==> config.mk <==
export PLATFORM = sky130hd
export DESIGN_NAME = jesd_tx_link_ctrl
export DESIGN_NICKNAME = d
export VERILOG_FILES = /design/src/rtl/jesd_tx_link_ctrl.sv
export SDC_FILE = /design/constraint.sdc
export NUM_CORES = 1
export LEC_CHECK = 0
export ABC_AREA = 1
export BUFFER_PORTS_ARGS = -buffer_cell sky130_fd_sc_hd__clkbuf_2
export CORE_MARGIN = 2
export CORE_UTILIZATION = 47
export CTS_BUF_LIST = sky130_fd_sc_hd__clkbuf_8
export DETAILED_ROUTE_END_ITERATION = 8
export PLACE_DENSITY = 0.84
export SLEW_MARGIN = 20
export SYNTH_ARGS = -nofsm -noshare
export SYNTH_HDL_FRONTEND = slang
export SYNTH_SLANG_ARGS = --single-unit
==> constraint.sdc <==
create_clock -name clk -period 2.3 [get_ports clk]
set_clock_uncertainty 0.05 [all_clocks]
set_input_delay 0.115 -clock clk [delete_from_list [all_inputs] [get_ports clk]]
set_output_delay 0.115 -clock clk [all_outputs]
set_load 0.01 [all_outputs]
==> src/rtl/jesd_tx_link_ctrl.sv <==
// jesd_tx_link_ctrl
//   Link-layer sequencer for the 8-lane JESD transmit path. It runs the local
//   multiframe counter (LMFC) and steps the link through IDLE -> CGS -> ILAS -> DATA
//   under control of the receiver's sync_n request. It supplies the control octet
//   broadcast to every lane encoder, and the select that moves the lanes onto
//   framed data. It also counts short sync_n error-report pulses seen in DATA.
//
// Ports
//   clk, rst       single clock, async active-high reset
//   link_en        low forces IDLE
//   sync_n         receiver sync request (active-low, already in clk domain)
//   cfg_data       14 ILAS configuration octets, octet n = cfg_data[8n+7:8n]
//   state          0=IDLE 1=CGS 2=ILAS 3=DATA
//   tx_k/tx_octet  control character for all lanes
//   data_sel       lanes carry frame data
//   lmfc_cnt       octet index in multiframe, lmfc_pulse at index 0
//   link_up        state==DATA
//   err_cnt        saturating count of short sync_n pulses in DATA
module jesd_tx_link_ctrl #(
  parameter int K            = 32,
  parameter int ILAS_MF      = 4,
  parameter int SYNC_LOW_MIN = 5
) (
  input  logic         clk,
  input  logic         rst,
  input  logic         link_en,
  input  logic         sync_n,
  input  logic [111:0] cfg_data,
  output logic [1:0]   state,
  output logic         tx_k,
  output logic [7:0]   tx_octet,
  output logic         data_sel,
  output logic [7:0]   lmfc_cnt,
  output logic         lmfc_pulse,
  output logic         link_up,
  output logic [7:0]   err_cnt
);

  localparam int MW = (ILAS_MF > 1) ? $clog2(ILAS_MF) : 1;
  localparam int SW = $clog2(SYNC_LOW_MIN + 1);

  localparam logic [7:0]    LMFC_LAST = 8'(K - 1);
  localparam logic [MW-1:0] M_LAST    = MW'(ILAS_MF - 1);
  localparam logic [MW-1:0] M_CFG     = MW'(1);
  localparam logic [SW-1:0] SLC_LAST  = SW'(SYNC_LOW_MIN - 1);

  typedef enum logic [1:0] {
    ST_IDLE = 2'd0,
    ST_CGS  = 2'd1,
    ST_ILAS = 2'd2,
    ST_DATA = 2'd3
  } st_t;

  st_t           st;
  logic [MW-1:0] mf;         // ILAS multiframe index
  logic [SW-1:0] slc;        // consecutive sync_n-low cycles in DATA
  logic          sync_seen;  // sync_n was high on the previous CGS cycle

  wire lmfc_last = (lmfc_cnt == LMFC_LAST);

  always_ff @(posedge clk or posedge rst) begin
    if (rst) begin
      st        <= ST_IDLE;
      lmfc_cnt  <= 8'd0;
      mf        <= '0;
      slc       <= '0;
      sync_seen <= 1'b0;
      err_cnt   <= 8'd0;
    end else begin
      // LMFC free-runs regardless of link state
      lmfc_cnt <= lmfc_last ? 8'd0 : lmfc_cnt + 8'd1;
      if (st != ST_DATA) slc <= '0;

      if (!link_en) begin
        st <= ST_IDLE;
      end else begin
        case (st)
          ST_IDLE: st <= ST_CGS;
          ST_CGS: begin
            sync_seen <= sync_n;
            // requiring sync_seen means a rise exactly on the last octet
            // waits for the following boundary
            if (lmfc_last && sync_n && sync_seen) begin
              st <= ST_ILAS;
              mf <= '0;
            end
          end
          ST_ILAS: begin
            if (!sync_n) begin
              st <= ST_CGS;
            end else if (lmfc_last) begin
              mf <= mf + 1'b1;
              if (mf == M_LAST) st <= ST_DATA;
            end
          end
          ST_DATA: begin
            if (!sync_n) begin
              if (slc == SLC_LAST) begin
                st        <= ST_CGS;
                sync_seen <= 1'b0;
                slc       <= '0;
              end else begin
                slc <= slc + 1'b1;
              end
            end else begin
              // a low pulse too short to be a resync request is an error report
              if (slc != '0 && err_cnt != 8'hFF) err_cnt <= err_cnt + 8'd1;
              slc <= '0;
            end
          end
          default: st <= ST_IDLE;
        endcase
      end
    end
  end

  logic [3:0] cfg_idx;
  assign cfg_idx = lmfc_cnt[3:0] - 4'd2;

  always_comb begin
    tx_k     = 1'b0;
    tx_octet = 8'h00;
    data_sel = 1'b0;
    case (st)
      ST_CGS: begin
        tx_k     = 1'b1;
        tx_octet = 8'hBC;
      end
      ST_ILAS: begin
        if (lmfc_cnt == 8'd0) begin
          tx_k     = 1'b1;
          tx_octet = 8'h1C;
        end else if (lmfc_last) begin
          tx_k     = 1'b1;
          tx_octet = 8'h7C;
        end else if (mf == M_CFG && lmfc_cnt == 8'd1) begin
          tx_k     = 1'b1;
          tx_octet = 8'h9C;
        end else if (mf == M_CFG && lmfc_cnt >= 8'd2 && lmfc_cnt <= 8'd15) begin
          tx_octet = cfg_data[{cfg_idx, 3'b000} +: 8];
        end else begin
          tx_octet = lmfc_cnt;
        end
      end
      ST_DATA: data_sel = 1'b1;
      default: ;
    endcase
  end

  assign state      = st;
  assign lmfc_pulse = (lmfc_cnt == 8'd0);
  assign link_up    = (st == ST_DATA);

endmodule

# Yosys cells after proc, flatten, opt, wreduce, memory -nomap -nowiden
# Cells that the tools add are included.
totals:
  memories: 0
  latch_bits: 0
  ram_bits: 0
  output_inout_bits: 30
  regBits: 24
  rom_bits: 0
op_classes:
  n_mul: 0
  magnitude_cmp: 2
  div: 0
  shifts: 1
  eq_ne: 20
  n_reduce_logical: 15
  n_bitwise: 0
  n_addsub: 5
  muxes: 31
ops:
  columns: ["operator", "n"]
  rows:
  - ["112-bit by 8-bit indexed part select with 8-bit output", 1]
  - ["8-bit 2-to-1 mux", 5]
  - ["2-bit 2-to-1 mux", 10]
  - ["8-bit by 1-bit adder with 8-bit output (second input constant)", 2]
  - ["8-bit one-hot mux with 2 select lines", 1]
  - ["3-bit 2-to-1 mux", 5]
  - ["2-bit != test (second input constant)", 5]
  - ["5-bit AND reduction", 2]
  - ["8-bit by 1-bit == test with 1-bit output (second input constant)", 1]
  - ["8-bit by 5-bit == test with 1-bit output (second input constant)", 1]
  - ["8-bit by 2-bit >= comparator with 1-bit output (second input constant)", 1]
  - ["8-bit by 4-bit less-or-equal comparator with 1-bit output (second input constant)", 1]
  - ["8-bit logical NOT", 1]
  - ["4-bit != test (second input constant)", 2]
  - ["8-bit != test (second input constant)", 1]
  - ["2-bit one-hot mux with 4 select lines", 1]
  - ["4-bit AND reduction", 2]
  - ["2-bit == test (second input constant)", 3]
  - ["1-bit logical AND", 6]
  - ["1-bit 2-to-1 mux", 6]
  - ["3-bit != test (second input constant)", 2]
  - ["2-bit by 1-bit == test with 1-bit output (second input constant)", 2]
  - ["1-bit one-hot mux with 2 select lines", 2]
  - ["2-bit one-hot mux with 2 select lines", 1]
  - ["other kinds (9)", 10]

# Logic depth before layout (Yosys ltp)
logic_depth:
  depth_word: 8
  ltp_mapped: 16

# Worst setup path before layout
# Ideal clock, no wire load.
synth_timing:
  path_kind: "reg2out"
  start: "register lmfc_cnt[1]"
  end: "output port tx_octet[0]"
  t_arrival_ps: 2115
  path_stages_with_launch: 11
  setup_slack_ps: 20
  t_required_ps: 2135
  n_path_buf: 3
  cell_sequence: "dfrtp_1 inv_2 buf_4 buf_2 ha_1 buf_2 nor2_2 o21ai_0 o211ai_1 o21ai_1 a21oi_1"
synth_via:
  elab_chain_len: 8
  elab_cells_between_ends: 15
  classes_between: "add/sub (1); order compare (2); eq/ne (2); shift (1); mux (5); reduce/logical (4)"
synth_lines:
  columns: ["element", "line", "text"]
  rows:
  - ["start: declaration", "33", "output logic [7:0] lmfc_cnt,"]
  - ["start signal: assignment", "71", "lmfc_cnt <= lmfc_last ? 8'd0 : lmfc_cnt + 8'd1;"]
  - ["branches (longest 6 deep; another with 4-bit by 2-bit subtractor with 4-bit output)", null, null]
  - ["8-bit 2-to-1 mux (*)", "130", "if (lmfc_cnt == 8'd0) begin"]
  - ["8-bit one-hot mux with 2 select lines (*)", "124", "case (st)"]
  - ["end: declaration", "31", "output logic [7:0] tx_octet,"]
# Mark *: on every way between the ends.

# Worst setup path in the final report
# Same ends and word-level chain as after synthesis.

==> flow_summary.yaml <==
yosys:
  top_cells_by_count_synth: "nand2_1, nand3_1, inv_1"
  synth_area_leaders: "dfrtp_1, nand2_1, nand3_1"
  yosysTopAreaCell: "dfrtp_1"
  synth_async_sr_flop_share_pct: 100
  synth_cell_type_count: 34
  portion_of_the_post_synthesis_area_used_by_sequential_elements_pct: 21.5
  edff_count_synth: 0
  ys.flop_type: "dfrtp_1"
  post-synth-top-area-fraction_pct: 21.5
  post_synth_inst_count: 462
  postSynthNetCount: 592
  synthesis.yosys.warnings: 0
  syn-mean-instance-area_um2: 6.04
  post_synth_instance_area_mm2: 0.00279
  synthMostInstantiatedCell: "nand2_1"
  yosys_register_bits: 24
floorplan:
  die_height_um: 81.1
  floorplan.die_area_mm2: 0.00657
  boundaryPins: 146
  initial_core_util_pct: 48.0
  core_region_area_mm2: 0.00582
  row_count: 28
  die_w_um: 81.1
timing:
  final.setup.worst_slack_ns: 0.0976
  final.period_utilization_pct: 95.8
  max_freq_ghz: 0.454
  hold_ws_ns: 0.107
  worst_slew_margin_rel_pct: 51.0
  final_max_slew_viol_count: 0
  finalSetupViolCount: 0
  tightestPinTransition_ns: 0.735
  grt_setup_unrepaired: "yes"
  final_critical_period_ns: 2.20
  final_hold_viol_count: 0
place:
  placement.io_buffers: 145
  finalWeightedCongestion: 0.937
  place_inst: 672
  dpl.hpwl_um: 7010
  detailedPlace.worstSlack_ns: 0.180
route:
  ant_nets: 0
  detail_route.first_pass.iterations: 5
  post_drt_via_cell_ratio: 5.14
  number_of_design_rule_violations_left_by_the_first_detailed_router_iteration: 170
  wl_per_cell_um: 13.3
  number_of_vias_in_the_routed_layout: 3493
  drt_wirelength_um: 9030
  drc_errors: 0
power:
  p_clk_share_pct: 28.9
  cellInternalPower_mw: 0.885
  power_mw: 1.29
  seqPwrFrac_pct: 36.9
  p_switching_mw: 0.402
  ir_worst_vdd_mv: 0.474
  leakage_nw: 2.10
  power.share.combinational_pct: 34.1
  powerDensity_mw_per_mm2: 342
  switching_share_of_power_pct: 31.3
global_routing:
  grtUsageTotal_pct: 25.9
  grt_antenna_before_repair: 0
  grt_pass1_vias: 3104
  global_route_wire_length_before_repair_um: 13600
  maximum_number_of_pins_on_one_net_before_global_route_repair: 57
  overflow: 0
worst_setup_path:
  arrival_ns: 2.04
  path_buf_inv: 3
  worst_setup_path_end_kind: "output port"
  worstPathCellList: "inv_2 > ha_4 > buf_8 > nor2_4 > o21ai_1 > o211ai_1 > o21ai_1 > a21oi_2 > buf_2"
  critical-path-slowest-cell: "dfrtp_1"
  cp_max_fo: 8
  reg2regPathDepth: 12
  worst_stage_delay_on_the_critical_path_ns: 0.41
  worst_ep_required_time_ns: 2.13
  critical-path-top-delay-family: "compound AO/OA/AOI/OAI gates"
  path_common_cell: "o21ai_1"
  worstSetupPathDepth: 9
  cp-start-kind: "register"
  worst-setup-path-type: "register to output port"
hold_path:
  min_delay_path_depth: 3
  worst_hold_path_type: "input pin to register"
job:
  cap_viol_max_count: 0
clock_network:
  cts.clk_slew.worst_paths_ns: 0.09
  clock_tree.htree_level_count: 1
  cts-root-to-sink-buffers: 2
  cts_tree: "done"
  numClockSinks: 24
  cts-root-buf: "clkbuf_8"
  clk_latency_ns: 0.27
  tritoncts.num_buffers: 3
final_layout:
  post_route_cells_drive_above_1_share_pct: 33.1
  instances_no_fill: 679
  flow.area_growth_from_synthesis_pct: 34.6
  num-nets-final: 735
  antenna-diode-count: 0
  utilization_pct: 64.6
status:
  outcome: "finished, final reports clean"
timing repair:
| action | 4_1_cts | 5_1_grt |
|---|---|---|
| cloned | 0 | 1 |
| gates resized for setup | 2 | 25 |
| hold buffers | 1 | 0 |
| endpoints found under the hold margin | 18 | 0 |
| setup endpoints to repair | 8 | 8 |
| pin swaps | 1 | 9 |
| buffers inserted | 0 | 1 |
state kept, by name (all words and copies together), names as in the netlist:
register	flops
err_cnt	8
lmfc_cnt	8
mf	2
slc	3
state	2
sync_seen	1
power by group through the flow:
stage | clock network (mW) | logic [mW] | registers (mW)
global placement | 0 | 0.427 | 0.480
floorplan | 0 | 0.231 | 0.483
CTS | 0.383 | 0.439 | 0.475
finish | 0.372 | 0.439 | 0.475
detailed placement | 0 | 0.434 | 0.482
global route | 0.391 | 0.507 | 0.479
cells in the final DEF, fill, tap and decap left out, types with 3 or more instances in the layout:
cell / n
ha_1: 13
o22ai_1: 4
inv_1: 42
nor2_2: 3
clkbuf_8: 3
buf_4: 11
a21oi_1: 11
o21ai_1: 8
a211oi_1: 4
nor2_4: 4
nand3_1: 72
clkbuf_2: 139
nor3_1: 3
dfrtp_1: 23
o21ai_0: 23
xor2_1: 8
nand3_2: 4
nand2_1: 146
o211ai_1: 3
inv_2: 8
nand2_2: 4
nor2_1: 35
buf_2: 6
o21a_1: 4
worst paths after layout:
kind | startpoint | to | slack (ns)
max | lmfc_cnt[1] | tx_octet[0] | 0.1
min | link_en | state[0] | 0.11
max reg2reg | lmfc_cnt[1] | mf[0] | 0.44
min reg2reg | lmfc_cnt[0] | lmfc_cnt[0] | 0.52
max in group asynchronous | rst | lmfc_cnt[3] | 1.17
min in group asynchronous | rst | err_cnt[3] | 0.44
logic make-up after synthesis:
logic type	after synthesis	synth area share, %
buf+inv	74	12.5
simple gates	277	42.9
fa+ha+maj	14	6.27
compound gates	63	13.0
flops	24	21.5
xor+xnor	10	3.81
routing by layer:
metal | track usage [%] | routed length, µm | vias up | share of wire, %
li1 | - | - | 1777 | -
met1 | 32.0 | 3840 | 1584 | 43
met2 | 48.1 | 4510 | 124 | 50
met3 | 2.56 | 593 | 8 | 6.6
met4 | 6.44 | 79 | 0 | 0.88
met5 | 0 | 0 | - | 0
layout make-up:
class	count	area, µm²
Clock inverter	1	30.0
Fill cell	540	2060
Inverter	51	195
Tap cell	75	93.8
Sequential cell	24	602
Multi-Input combinational cell	364	1910
Timing Repair Buffer	161	890
Clock buffer	3	41.3
worst register-to-register path: cells and delay by family (launching register included):
kind	cells	cell delay (ns)
compound gates	2	0.18
simple gates	5	0.43
buf+inv	4	0.53
fa+ha+maj	1	0.20
flops	1	0.38
per-stage QoR:
stage	instance area [µm²]	TNS (ns)
2_1_floorplan	2790	0
3_3_place_gp	3570	0
3_5_place_dp	3570	0
4_1_cts	3660	0
5_1_grt	3760	-0.0759
6_report	3760	0
Note: power is estimated with default switching activity, not from simulation.
